--- config.mk ---
export PLATFORM = sky130hd
export DESIGN_NAME = onchip_mem_arbiter
export DESIGN_NICKNAME = d
export VERILOG_FILES = /design/src/rtl/onchip_arb_pkg.sv /design/src/rtl/rr_arb2.sv /design/src/rtl/onchip_mem_arbiter.sv
export SDC_FILE = /design/constraint.sdc
export NUM_CORES = 1
export LEC_CHECK = 0
export ABC_CLOCK_PERIOD_IN_PS = 2800
export BUFFER_PORTS_ARGS = -buffer_cell sky130_fd_sc_hd__clkbuf_2
export CAP_MARGIN = 0
export CORE_AREA = 4 4 96 98
export CTS_CLUSTER_DIAMETER = 200
export DETAILED_ROUTE_END_ITERATION = 10
export DIE_AREA = 0 0 100 102
export PLACE_DENSITY = 0.59
export SLEW_MARGIN = 0
export SYNTH_ARGS = -nofsm -noshare
export SYNTH_HDL_FRONTEND = slang
export SYNTH_SLANG_ARGS = --single-unit
--- constraint.sdc ---
create_clock -name clk -period 2.8 [get_ports clk]
set_input_delay 0.14 -clock clk [delete_from_list [all_inputs] [get_ports clk]]
set_output_delay 0.14 -clock clk [all_outputs]
set_load 0.03 [all_outputs]
--- src/rtl/onchip_arb_pkg.sv ---
// Shared types and defaults for the two-master on-chip RAM arbiter.
package onchip_arb_pkg;

  localparam int unsigned DefaultAddrW = 11;
  localparam int unsigned DefaultDataW = 32;
  localparam int unsigned DefaultBeW   = DefaultDataW / 8;

  typedef enum logic [1:0] {
    GNT_NONE = 2'd0,
    GNT_A    = 2'd1,
    GNT_B    = 2'd2
  } gnt_t;

endpackage

--- src/rtl/rr_arb2.sv ---
// Two-way grant: lone requester wins; on a tie, round-robin against the
// last winner or fixed priority to A.
module rr_arb2
  import onchip_arb_pkg::*;
(
  input  logic req_a,
  input  logic req_b,
  input  gnt_t last_gnt,
  input  logic rr_en,
  output gnt_t gnt
);

  always_comb begin
    gnt = GNT_NONE;
    if (req_a && req_b) begin
      gnt = (rr_en && (last_gnt == GNT_A)) ? GNT_B : GNT_A;
    end else if (req_a) begin
      gnt = GNT_A;
    end else if (req_b) begin
      gnt = GNT_B;
    end
  end

endmodule

--- src/rtl/onchip_mem_arbiter.sv ---
// Shares a single-port on-chip RAM between two Avalon-MM masters with a per-cycle
// grant and in-order one-cycle read return.
module onchip_mem_arbiter
  import onchip_arb_pkg::*;
#(
  parameter  int unsigned ADDR_W = DefaultAddrW,
  parameter  int unsigned DATA_W = DefaultDataW,
  parameter  int unsigned RR_EN  = 1,
  localparam int unsigned BE_W   = DATA_W / 8
) (
  input  logic              clk,
  input  logic              reset_n,

  input  logic [ADDR_W-1:0] a_address,
  input  logic [BE_W-1:0]   a_byteenable,
  input  logic              a_read,
  input  logic              a_write,
  input  logic [DATA_W-1:0] a_writedata,
  output logic              a_waitrequest,
  output logic [DATA_W-1:0] a_readdata,
  output logic              a_readdatavalid,

  input  logic [ADDR_W-1:0] b_address,
  input  logic [BE_W-1:0]   b_byteenable,
  input  logic              b_read,
  input  logic              b_write,
  input  logic [DATA_W-1:0] b_writedata,
  output logic              b_waitrequest,
  output logic [DATA_W-1:0] b_readdata,
  output logic              b_readdatavalid,

  output logic [ADDR_W-1:0] mem_address,
  output logic [BE_W-1:0]   mem_byteenable,
  output logic              mem_chipselect,
  output logic              mem_write,
  output logic [DATA_W-1:0] mem_writedata,
  output logic              mem_clken,
  input  logic [DATA_W-1:0] mem_readdata
);

  logic ready_q;
  gnt_t last_gnt_q, last_gnt_d;
  logic rd_pend_q, rd_pend_d;
  logic rd_owner_b_q, rd_owner_b_d;

  logic req_a, req_b;
  gnt_t arb_gnt, gnt;
  logic issue, sel_b, sel_write, rd_issue;

  assign req_a = a_read | a_write;
  assign req_b = b_read | b_write;

  rr_arb2 u_rr_arb2 (
    .req_a    (req_a),
    .req_b    (req_b),
    .last_gnt (last_gnt_q),
    .rr_en    (RR_EN != 0),
    .gnt      (arb_gnt)
  );

  // Nothing is granted until one edge after reset release.
  assign gnt   = ready_q ? arb_gnt : GNT_NONE;
  assign issue = (gnt != GNT_NONE);
  assign sel_b = (gnt == GNT_B);

  // read&write together is handled as a write.
  assign sel_write = sel_b ? b_write : a_write;
  assign rd_issue  = issue & ~sel_write;

  always_comb begin
    mem_address    = sel_b ? b_address   : a_address;
    mem_writedata  = sel_b ? b_writedata : a_writedata;
    mem_byteenable = sel_write ? (sel_b ? b_byteenable : a_byteenable) : {BE_W{1'b1}};
    mem_chipselect = issue;
    mem_write      = issue & sel_write;
    mem_clken      = ready_q;
  end

  always_comb begin
    last_gnt_d   = issue ? gnt : last_gnt_q;
    rd_pend_d    = rd_issue;
    rd_owner_b_d = rd_issue ? sel_b : rd_owner_b_q;
  end

  always_ff @(posedge clk or negedge reset_n) begin
    if (!reset_n) begin
      ready_q      <= 1'b0;
      last_gnt_q   <= GNT_B;
      rd_pend_q    <= 1'b0;
      rd_owner_b_q <= 1'b0;
    end else begin
      ready_q      <= 1'b1;
      last_gnt_q   <= last_gnt_d;
      rd_pend_q    <= rd_pend_d;
      rd_owner_b_q <= rd_owner_b_d;
    end
  end

  always_comb begin
    a_waitrequest   = ~ready_q | (req_a & (gnt != GNT_A));
    b_waitrequest   = ~ready_q | (req_b & (gnt != GNT_B));
    a_readdata      = mem_readdata;
    b_readdata      = mem_readdata;
    a_readdatavalid = rd_pend_q & ~rd_owner_b_q;
    b_readdatavalid = rd_pend_q &  rd_owner_b_q;
  end

endmodule
==> results of run 1 <==
## stage by stage
step | hold slack (ns) | power, W | instances | util (%) | setup WS [ns]
after detailed placement | -0.03194 | 0.0007026 | 343 | 22.55 | 0.7270
after floorplan | -0.1556 | 0.0007016 | 150 | - | 1.165
after global routing | 0.2801 | 0.0008788 | 348 | 23.20 | 0.4135
after global placement | -0.03828 | 0.0006951 | 343 | 22.55 | 0.7819
final | 0.2759 | 0.0008302 | 348 | 23.20 | 0.5185
after CTS | 0.2726 | 0.0008431 | 348 | 23.20 | 0.4786
## layer usage
layer | global-route usage (%) | share of wire, % | vias up
li1 | - | - | 633
met1 | 7.315 | 30 | 586
met2 | 14.67 | 52 | 101
met3 | 2.867 | 15 | 22
met4 | 3.420 | 2.1 | 0
met5 | 0 | 0 | -
## worst min path at each step
stage                      to  slack (ns)
3_3_place_gp        rd_pend_q       -0.04
4_1_cts          rd_owner_b_q        0.27
3_5_place_dp     rd_owner_b_q       -0.03
5_1_grt        b_readdata[24]        0.28
2_1_floorplan   last_gnt_q[0]       -0.16
6_report         rd_owner_b_q        0.28
## kinds of logic after synthesis
family                 share of synthesized area, %
AO/OA/AOI/OAI                                 8.402
flip-flops                                    8.320
AND/OR/NAND/NOR                               4.944
multiplexers                                  42.42
buffers and inverters                         35.67
other                                        0.2469
## layout make-up
class	count	area (µm²)
fillers	929	6501
multi-input cells	73	850.8
repair buffers	155	795.8
well taps	108	135.1
flip-flops and latches	5	126.4
clock buffers	4	45.04
inverters	3	11.26
## registers in the layout, summed over array words and instances, names as in the netlist
signal / flops
last_gnt_q: 2
mem_clken: 1
rd_owner_b_q: 1
rd_pend_q: 1
## layout by cell type (no fill, tap or decap), types with 3 or more instances in the layout
cell type / count
clkbuf_2: 153
mux2_4: 40
o21ai_0: 5
o22a_1: 4
dfrtp_1: 4
mux2_2: 3
inv_1: 3
clkbuf_8: 3
## critical path: cells and delay by family (launching register included)
family | cells | cell delay (ns)
and+or+nand+nor | 1 | 0.06
DFF | 1 | 0.57
muxes | 1 | 0.38
AOI/OAI and AO/OA | 1 | 0.37
buffers and inverters | 2 | 0.50
## repair_timing
action,4_1_cts,5_1_grt
hold buffers,1,0
hold endpoints to repair,5,0
resized for setup,0,0
## power breakdown
group          total [W]  switching, W  internal, W
Clock           0.000134     0.0000365    0.0000978
Combinational   0.000592      0.000331     0.000260
Sequential      0.000104     0.0000160    0.0000884
==> results.txt, run 1 <==
The run finished with clean final reports. The final routed wirelength across all metal layers came out at 4724 µm. The critical path ends at mem_writedata[31]. The detailed-router iteration count before antenna repair is 4. The data arrival time of the critical path is 2.14 ns.

The core outline area is 8466 µm². The proportion of layout cells with a drive suffix above 1 came out at 85.00%. The cell taking the most area after synthesis is mux2_4. The clock-pin slew on the worst setup and hold paths is 0.04 ns. The number of synthesized flops with an enable pin came out at 0. Among all cell types in the netlist, the one instantiated most often is buf_4. In this run the post-CTS setup repair buffer count came out at 0. Summed over all cells, the static leakage comes to 1.197 nW. The worst register-to-register path ends at rd_owner_b_q. The height of the die is 102 µm. At the worst endpoint, the required time is 2.66 ns. In this run the worst setup path begins at last_gnt_q[1]. The count of final max-slew check failures is 0. Among all flip-flop cells after synthesis, the most frequent one is dfrtp_1. For this block, the initial DRC count from the detailed router was 26. The clock sink count is 5. The combined global-route utilization of all metal layers came out at 7.677%.

The worst relative slew slack came out at 64.12%. The per-instance average area after synthesis is 10.13 µm². The initial core utilization came out at 17.94%.

The number of global-route vias before repair is 1,297. The critical path goes through nor2b_4 -> o221ai_4 -> buf_12 -> mux2_2 -> clkbuf_2. The number of antenna violations at the first check in global routing is 0. The type of the worst setup path is reg -> out.

In this run the worst path has a maximum fanout of 38. Dividing total power by cell area gives a power density of 422.6 nW/µm². The signed area change from the synthesized netlist to the final layout is 29.32%. Of the post-synthesis cell area, the dominant cell type holds 39.54%. The async set or reset register ratio after synthesis is 100.0%. The routed length per placed instance is 13.57 µm. The count of nets left with antenna violations once routing finished came out at 0. In this run the number of H-tree levels came out at 1. Measured in cells, the most critical reg-to-reg path has a length of 4. The path type of the worst min-delay path is in -> async. The total number of yosys warnings is 0. The post-route cell area came out at 1964 µm².

The worst setup path is launched from a register. The buffer cell driving the clock tree root is clkbuf_8. The total overflow reported by the global router is 0. The number of hold violations in the final report is 0. The count of antenna diodes in the layout is 0. At the end of the flow, the number of nets in the layout was 373.

Counting the buffers created by CTS gives 3. Setup repair after global routing left no endpoint under its margin. The overall die area is 10,200 µm². TritonCTS built the clock tree. The post-route clock skew came out at 0.0008937 ns. The routed design could run at a clock period as short as 2.282 ns. The synthesized netlist cell count is 150. At the end of routability-driven placement, the weighted congestion stood at 0.7058. The register bit total from synthesis is 5. The number of max-cap violations came out at 0. Across the VDD grid, the largest voltage drop is 0.1086 mV. The I/O pin count is 250.

The placed instances occupy a cell area of 1909 µm². The routed via count came out at 1,342. Entering global routing, the biggest net connects 39 pins. The cell area after technology mapping is 1519 µm².

The global-route wire length before repair came out at 6258 µm. The count of different cell masters after synthesis came out at 28. Counting instances in the post-synthesis netlist gives the leading cell types as buf_4, mux2_4, o21ai_0. The number of standard-cell rows in the floorplan came out at 34. The highest cell delay on the worst timing path is 0.57 ns. The flop-to-flop setup slack came out at 1.23 ns. The total nets after synthesis is 282. On the critical path, the stage with the largest delay is an instance of dfstp_2.

The sequential area share after synthesis came out at 8.320%. For the worst-skew pair, the clock arrives at the later sink with an insertion delay of 0.22 ns. The placed wire-length estimate after detailed placement came out at 4253 µm. The beginning of the worst register-to-register path is last_gnt_q[1]. The total negative setup slack came out at 0 ns. The worst path uses 81.48% of the clock period. The worst-case clock buffer depth came out at 2.

In the post-synthesis netlist, the biggest area contributors are mux2_4, buf_4, dfrtp_1. The number of buffer cells added on primary ports came out at 153. The count of endpoints failing setup in the final report came out at 0. The detail-routed via count per cell is 3.856. STA classifies the critical path endpoint as a primary output. The pin slew with the least headroom to its limit is 0.5359 ns.

For this run, design rule violations remaining after detail routing come to 0. The x dimension of the die came out at 100 µm. The maximum achievable frequency is 0.4383 GHz.
(Power assumes the default switching activity.)
==> inputs of run 2 (changes only) <==
Settings changed: ABC_CLOCK_PERIOD_IN_PS 2800 to 1850, CORE_AREA 4 4 96 98 to 4 4 94 96, DIE_AREA 0 0 100 102 to 0 0 98 100, PLACE_DENSITY 0.59 to 0.64.
Clock period 2.8 ns to 1.85 ns, I/O delays scaled along.
==> run 2 against run 1 <==
Against the previous run: clock skew is 0.0023 ns higher; highest routed layer unchanged; combinational power grew 110%; the flow now finishes with violations (setup timing); cell area is 28% higher; register-to-register slack got worse by 0.84 ns; setup slack worse by 0.61 ns; global-route usage is 2.4 points higher; sequential share of layout area decreased by 1.4 points; utilization is 8.1 points higher; cell count rose by 3.4%; worst hold slack lost 0.091 ns; largest power group unchanged; via count rose by 8.7%.
==> results.txt, run 2 (synthesis results as in run 1) <==
The buffer cell driving the clock tree root is clkbuf_8. The number of global-route vias before repair is 1,520 (+17%). The overall die area came out at 9800 µm² (-3.9%). The detail-routed via count per cell is 4.053 (+5.1%). The height of the die came to 100 µm (-2.0%).

The clock insertion delay at the later pin of the skew report came out at 0.22 ns (about the same). The routed length per placed instance came out at 15.95 µm (+17%). In the layout the commonest cells are clkbuf_2, mux2_4, buf_8. The slowest stage of the critical path is the dfstp_2 cell. The most common cell after layout, fill and taps aside is clkbuf_2. The pin count of the biggest net entering global routing came out at 19 (-51%). The sequential cell area in the final layout is 126.4 µm² (unchanged).

The worst setup path is launched from a register. The maximum achievable frequency is 0.5146 GHz. The post-route DRC violation count is 0 (unchanged). The number of max-cap violations came to 0 (unchanged).

The critical path in this run is classified as reg -> out. The H-tree level count was 1 (unchanged). The layout net count is 388 (+4.0%).

From synthesis to final layout, the design area changed by 65.90%. The area of the multi-input gates is 865.8 µm² (+1.8%). The detailed-router iteration count before antenna repair is 4 (unchanged). The final routed wirelength across all metal layers is 5742 µm (+22%). The post-placement setup slack came to 0.05745 ns (-0.6695 ns). The minimum period implied by the final worst setup slack came out at 1.943 ns. Setup repair after global routing could not meet its margin everywhere.

The total overflow reported by the global router came to 0 (unchanged). The x dimension of the die is 98 µm (-2.0%). The data arrival time of the critical path is 1.85 ns (-0.29 ns). The violation count after the first detailed-route iteration came out at 26 (unchanged). STA classifies the critical path endpoint as a primary output.

The routability-driven placement congestion ratio came out at 0.7727 (+9.5%). The number of standard-cell rows in the floorplan came to 33 (-2.9%). The global-route wire length before repair came out at 7928 µm (+27%). The clock sink count is 5 (unchanged). The count of final max-slew check failures is 0 (unchanged). The required time reported for the critical path endpoint came out at 1.76 ns (-0.90 ns). The I/O pin count came to 250 (unchanged). The number of buffer cells added on primary ports is 153 (unchanged). The total power per unit cell area came out at 636.9 nW/µm² (+51%). The post-route cell area is 2520 µm² (+28%).

The CTS buffer count came out at 3 (unchanged). The tightest min-delay check is of the in -> out type. The count of antenna diodes in the layout is 0 (unchanged). The core outline area came out at 8051 µm² (-4.9%). The total placed instance area came out at 1928 µm² (+0.98%). The critical-path maximum fanout came out at 4 (-89%). The clock-pin slew on the worst setup and hold paths is 0.04 ns (about the same). The post-route clock skew came out at 0.003220 ns (+0.002326 ns). The fill cell total of the finished layout came out at 805 (-13%). The count of endpoints failing setup in the final report came to 43 (+43). The worst IR drop on VDD came out at 0.1796 mV (+65%). The static leakage came out at 1.427 nW (+19%). The number of nets still failing antenna checks after routing is 0 (unchanged). The critical path goes through nor2b_4 -> o221ai_4 -> buf_6 -> clkbuf_16 -> mux2_4 -> buf_8.

The placed wire-length estimate after detailed placement is 4177 µm (-1.8%). TritonCTS built the clock tree. The worst setup margin is -0.09312 ns (-0.6116 ns). The register with the highest flop count is last_gnt_q. The proportion of layout cells with a drive suffix above 1 is 86.67% (+1.7 points). The flip-flop count of the largest register, all copies and words added came out at 2 (unchanged). The highest cell delay on the worst timing path is 0.55 ns (-0.02 ns).

The run finished, with violations left. The number of hold violations in the final report came out at 0 (unchanged). The combined global-route utilization of all metal layers is 10.13% (+2.4 points). The checks that failed: setup timing. The number of antenna violations at the first check in global routing is 0 (unchanged).

The initial core utilization is 18.87% (+0.92 points). The share of the clock period used by the worst path came out at 105.0%. The routed via count is 1,459 (+8.7%). The worst-case clock buffer depth came out at 2 (unchanged).
[run 2: metrics by stage]
stage	utilization, %	total power [W]	cells	hold WS (ns)	setup TNS (ns)
floorplan	-	0.001062	150	-0.2031	0
global placement	23.95	0.001060	343	-0.08959	0
detailed placement	23.95	0.001073	343	-0.08624	0
CTS	29.99	0.001525	357	0.1853	-2.804
global route	31.30	0.001687	360	0.1851	-5.612
finish	31.30	0.001605	360	0.1850	-2.700
[run 2: final cells by class]
type | count | area share [%]
clock buffers | 4 | 1.787
inverters | 3 | 0.4469
multi-input cells | 73 | 34.36
flip-flops and latches | 5 | 5.015
well taps | 105 | 5.213
repair buffers | 170 | 53.18
[run 2: path summary, 6_finish.rpt]
check                                       from           endpoint  slack (ns)  cells after the start
worst max register to register     last_gnt_q[1]       rd_owner_b_q        0.39                      6
worst max-delay path               last_gnt_q[1]  mem_writedata[12]       -0.09                      6
max in group asynchronous                reset_n      last_gnt_q[1]        1.40                      2
min in group asynchronous                reset_n      last_gnt_q[0]        0.23                      2
worst min-delay path            mem_readdata[11]     a_readdata[11]        0.19                      0
worst min register to register      rd_owner_b_q       rd_owner_b_q        0.54                      2
[run 2: power by group]
| group | total [W] | internal, W | switching, W |
|---|---|---|---|
| Sequential | 0.000152 | 0.000134 | 0.0000181 |
| Clock | 0.000202 | 0.000148 | 0.0000543 |
| Combinational | 0.00125 | 0.000662 | 0.000589 |
[run 2: routing by layer]
layer | up-vias | track usage [%] | share of wire [%]
met2 | 105 | 19.79 | 55
met5 | - | 0 | 0
met4 | 0 | 3.514 | 1.6
met1 | 670 | 10.13 | 33
met3 | 18 | 2.988 | 10
li1 | 666 | - | -
[run 2: what timing repair did]
action	4_1_cts	5_1_grt
endpoints found under the setup margin	47	48
hold buffers	1	0
cloned	3	3
gates resized for setup	82	35
hold endpoints to repair	5	0
setup buffers	6	1
pin swaps	1	2
[run 2: critical path, delay by kind of cell (launching register included)]
| kind | cells | cell delay (ns) |
|---|---|---|
| and+or+nand+nor | 1 | 0.05 |
| buffers and inverters | 3 | 0.49 |
| muxes | 1 | 0.31 |
| DFF | 1 | 0.55 |
| AOI/OAI and AO/OA | 1 | 0.22 |
==> inputs of run 3 (changes only) <==
Settings changed: ABC_CLOCK_PERIOD_IN_PS 1850 to 1700, CTS_CLUSTER_DIAMETER 200 to unset.
Clock period 1.85 ns to 1.7 ns, I/O delays scaled along.
==> run 3 against run 2 <==
Against the previous run: the run still ends with setup timing left; combinational power up 21%; critical path depth increased by 1; sequential share of layout area fell by 0.39 points; wire length rose by 4.0%; total power increased by 18%; first-iteration DRC count grew 23%; cell count grew 1.7%; critical path type unchanged.
==> results.txt, run 3 (synthesis results as in run 1) <==
The flow ran to the end, but the final reports show violations. The checks that failed: setup timing. The data arrival time of the critical path was 1.85 ns (about the same).

In this design, the critical path's most frequently occurring cell is buf_6. The post-route clock skew came out at 0.0006104 ns (-0.002609 ns). Setup repair after global routing could not meet its margin everywhere. The core outline area came to 8051 µm² (unchanged).

The register with the most flip-flops in the final layout is last_gnt_q. The worst setup path is captured at a primary output. The layout net count came out at 394 (+1.5%).

The total power per unit cell area came to 690.5 nW/µm² (+8.4%). The combined global-route utilization of all metal layers is 10.68% (+0.55 points). The clock-pin slew on the worst setup and hold paths is 0.03 ns (about the same).

The buffer and inverter count on the worst path is 4 (+1). The I/O pin count came out at 250 (unchanged). The setup path with the least slack is of type reg -> out. The initial core utilization came out at 18.87% (unchanged). The worst setup path is launched from a register.

The number of hold violations in the final report is 0 (unchanged). Traced cell by cell, the critical path runs through nor2b_4 -> o221ai_4 -> buf_6 -> buf_6 -> clkbuf_16 -> mux2_4 -> buf_8. The pin count of the biggest net entering global routing is 10 (-9). The post-placement setup slack was -0.06435 ns (-0.1218 ns).

The buffer cell driving the clock tree root is clkbuf_8. The most common cell after layout, fill and taps aside is clkbuf_2. The x dimension of the die is 98 µm (unchanged).

The min-delay analysis places its worst path in the category in -> out. The count of endpoints failing setup in the final report came out at 48 (+12%). The post-route cell area is 2733 µm² (+8.4%). The post-route DRC violation count was 0 (unchanged). The proportion of layout cells with a drive suffix above 1 is 87.36% (+0.69 points).

The routability-driven placement congestion ratio came out at 0.7967 (+3.1%). The number of nets still failing antenna checks after routing is 0 (unchanged). The routed via count came to 1,460 (+0.069%). The smallest hold slack is 0.1700 ns (-0.01500 ns).

The worst IR drop on VDD came out at 0.1987 mV (+11%). The fill cell total of the finished layout is 793 (-1.5%). The power consumption is 0.001887 W (+18%).

The final routed wirelength across all metal layers came out at 5971 µm (+4.0%). For this run, the top clock speed supported by timing is 0.5155 GHz. The detail-routed via count per cell came out at 3.989 (-1.6%). The H-tree level count was 1 (unchanged).

The static leakage is 1.530 nW (+7.3%). The required time reported for the critical path endpoint came out at 1.62 ns (-0.14 ns). The number of global-route vias before repair is 1,572 (+3.4%).

The clock sink count came out at 5 (unchanged). The share of the clock period used by the worst path came out at 114.1%. The number of instances on the worst hold path is 0 (unchanged).

The placed wire-length estimate after detailed placement came to 4128 µm (-1.2%). The clock insertion delay at the later pin of the skew report came out at 0.22 ns (about the same). The routed length per placed instance was 16.31 µm (+2.3%). The top cell types in the final layout, fill and taps aside, are clkbuf_2, mux2_4, buf_8. The CTS buffer count came out at 3 (unchanged). The number of buffer cells added on primary ports is 153 (unchanged). The number of antenna violations at the first check in global routing is 0 (unchanged).

The flip-flop count of the largest register, all copies and words added came to 2 (unchanged). The total overflow reported by the global router is 0 (unchanged). The total placed instance area came to 1951 µm² (+1.2%). The highest cell delay on the worst timing path came out at 0.55 ns (about the same). The height of the die is 100 µm (unchanged). The violation count after the first detailed-route iteration is 32 (+23%).

Broken down by cell family, the worst path's largest delay share belongs to flip-flops. The global-route wire length before repair is 8424 µm (+6.3%). The CTS tree is yes.

The area growth from synthesis to layout is 79.90%. The worst setup margin is -0.2399 ns (-0.1468 ns). The minimum period implied by the final worst setup slack came out at 1.940 ns. The count of antenna diodes in the layout is 0 (unchanged). The worst-case clock buffer depth came out at 2 (unchanged). The number of standard-cell rows in the floorplan came to 33 (unchanged).

The overall die area was 9800 µm² (unchanged). The critical-path maximum fanout is 4 (unchanged). The detailed-router iteration count before antenna repair is 3 (-1). The count of final max-slew check failures came to 0 (unchanged).

The largest individual stage delay along the critical path comes from the cell dfstp_2. The instance count on the critical path came out at 7 (+1). The number of max-cap violations came out at 0 (unchanged). The cell count of the worst reg-to-reg path is 7 (+1).
run 3: changes by cell type in the layout (fill, tap and decap cells not counted), moves of 2 or more:
cell       change
clkbuf_8       +5
mux2_2         -2
buf_12         +2
mux2_4         +2
clkbuf_2       -2
clkbuf_4      -11
clkbuf_16      +2
buf_4          +2
buf_8          +8
run 3: area by class of cell:
class	count	area (µm²)	share of cell area, %
timing repair buffer	176	1541	56.41
multi-input combinational	73	877.1	32.10
tap	105	131.4	4.808
sequential	5	126.4	4.625
clock buffer	4	45.04	1.648
inverter	3	11.26	0.4121
run 3: final timing paths:
| path | from | end | slack [ns] |
|---|---|---|---|
| worst max-delay path | last_gnt_q[1] | mem_address[5] | -0.24 |
| worst min-delay path | mem_readdata[11] | a_readdata[11] | 0.17 |
| worst max register to register | last_gnt_q[1] | rd_owner_b_q | 0.10 |
| worst min register to register | rd_owner_b_q | rd_owner_b_q | 0.54 |
| max in group asynchronous | reset_n | last_gnt_q[1] | 1.27 |
| min in group asynchronous | reset_n | rd_pend_q | 0.22 |
run 3: what timing repair did:
| item | 4_1_cts | 5_1_grt |
|---|---|---|
| hold endpoints to repair | 5 | 0 |
| setup endpoints to repair | 48 | 49 |
| setup buffers | 7 | 2 |
| resized for setup | 105 | 46 |
| gates cloned | 3 | 4 |
| pin swaps | 2 | 2 |
| hold buffers | 1 | 0 |
run 3: power by group:
group / switching, W / internal [W] / leakage (nW)
clock network: 0.0000533 / 0.000161 / 0.0228
registers: 0.0000170 / 0.000146 / 0.0591
logic: 0.000676 / 0.000834 / 1.45
run 3: stage by stage:
step | TNS (ns) | utilization, % | std cells
4_1_cts | -8.646 | 31.92 | 361
3_5_place_dp | -0.7172 | 24.23 | 346
2_1_floorplan | 0 | - | 150
3_3_place_gp | -0.3040 | 24.23 | 346
6_report | -9.239 | 33.94 | 366
5_1_grt | -12.68 | 33.94 | 366
run 3: layer usage:
| metal | global-route usage (%) | vias up | part of all wire, % |
|---|---|---|---|
| met5 | 0 | - | 0 |
| met4 | 3.301 | 0 | 2.0 |
| met3 | 2.641 | 18 | 9.9 |
| met2 | 21.05 | 102 | 56 |
| met1 | 11.00 | 662 | 33 |
| li1 | - | 678 | - |
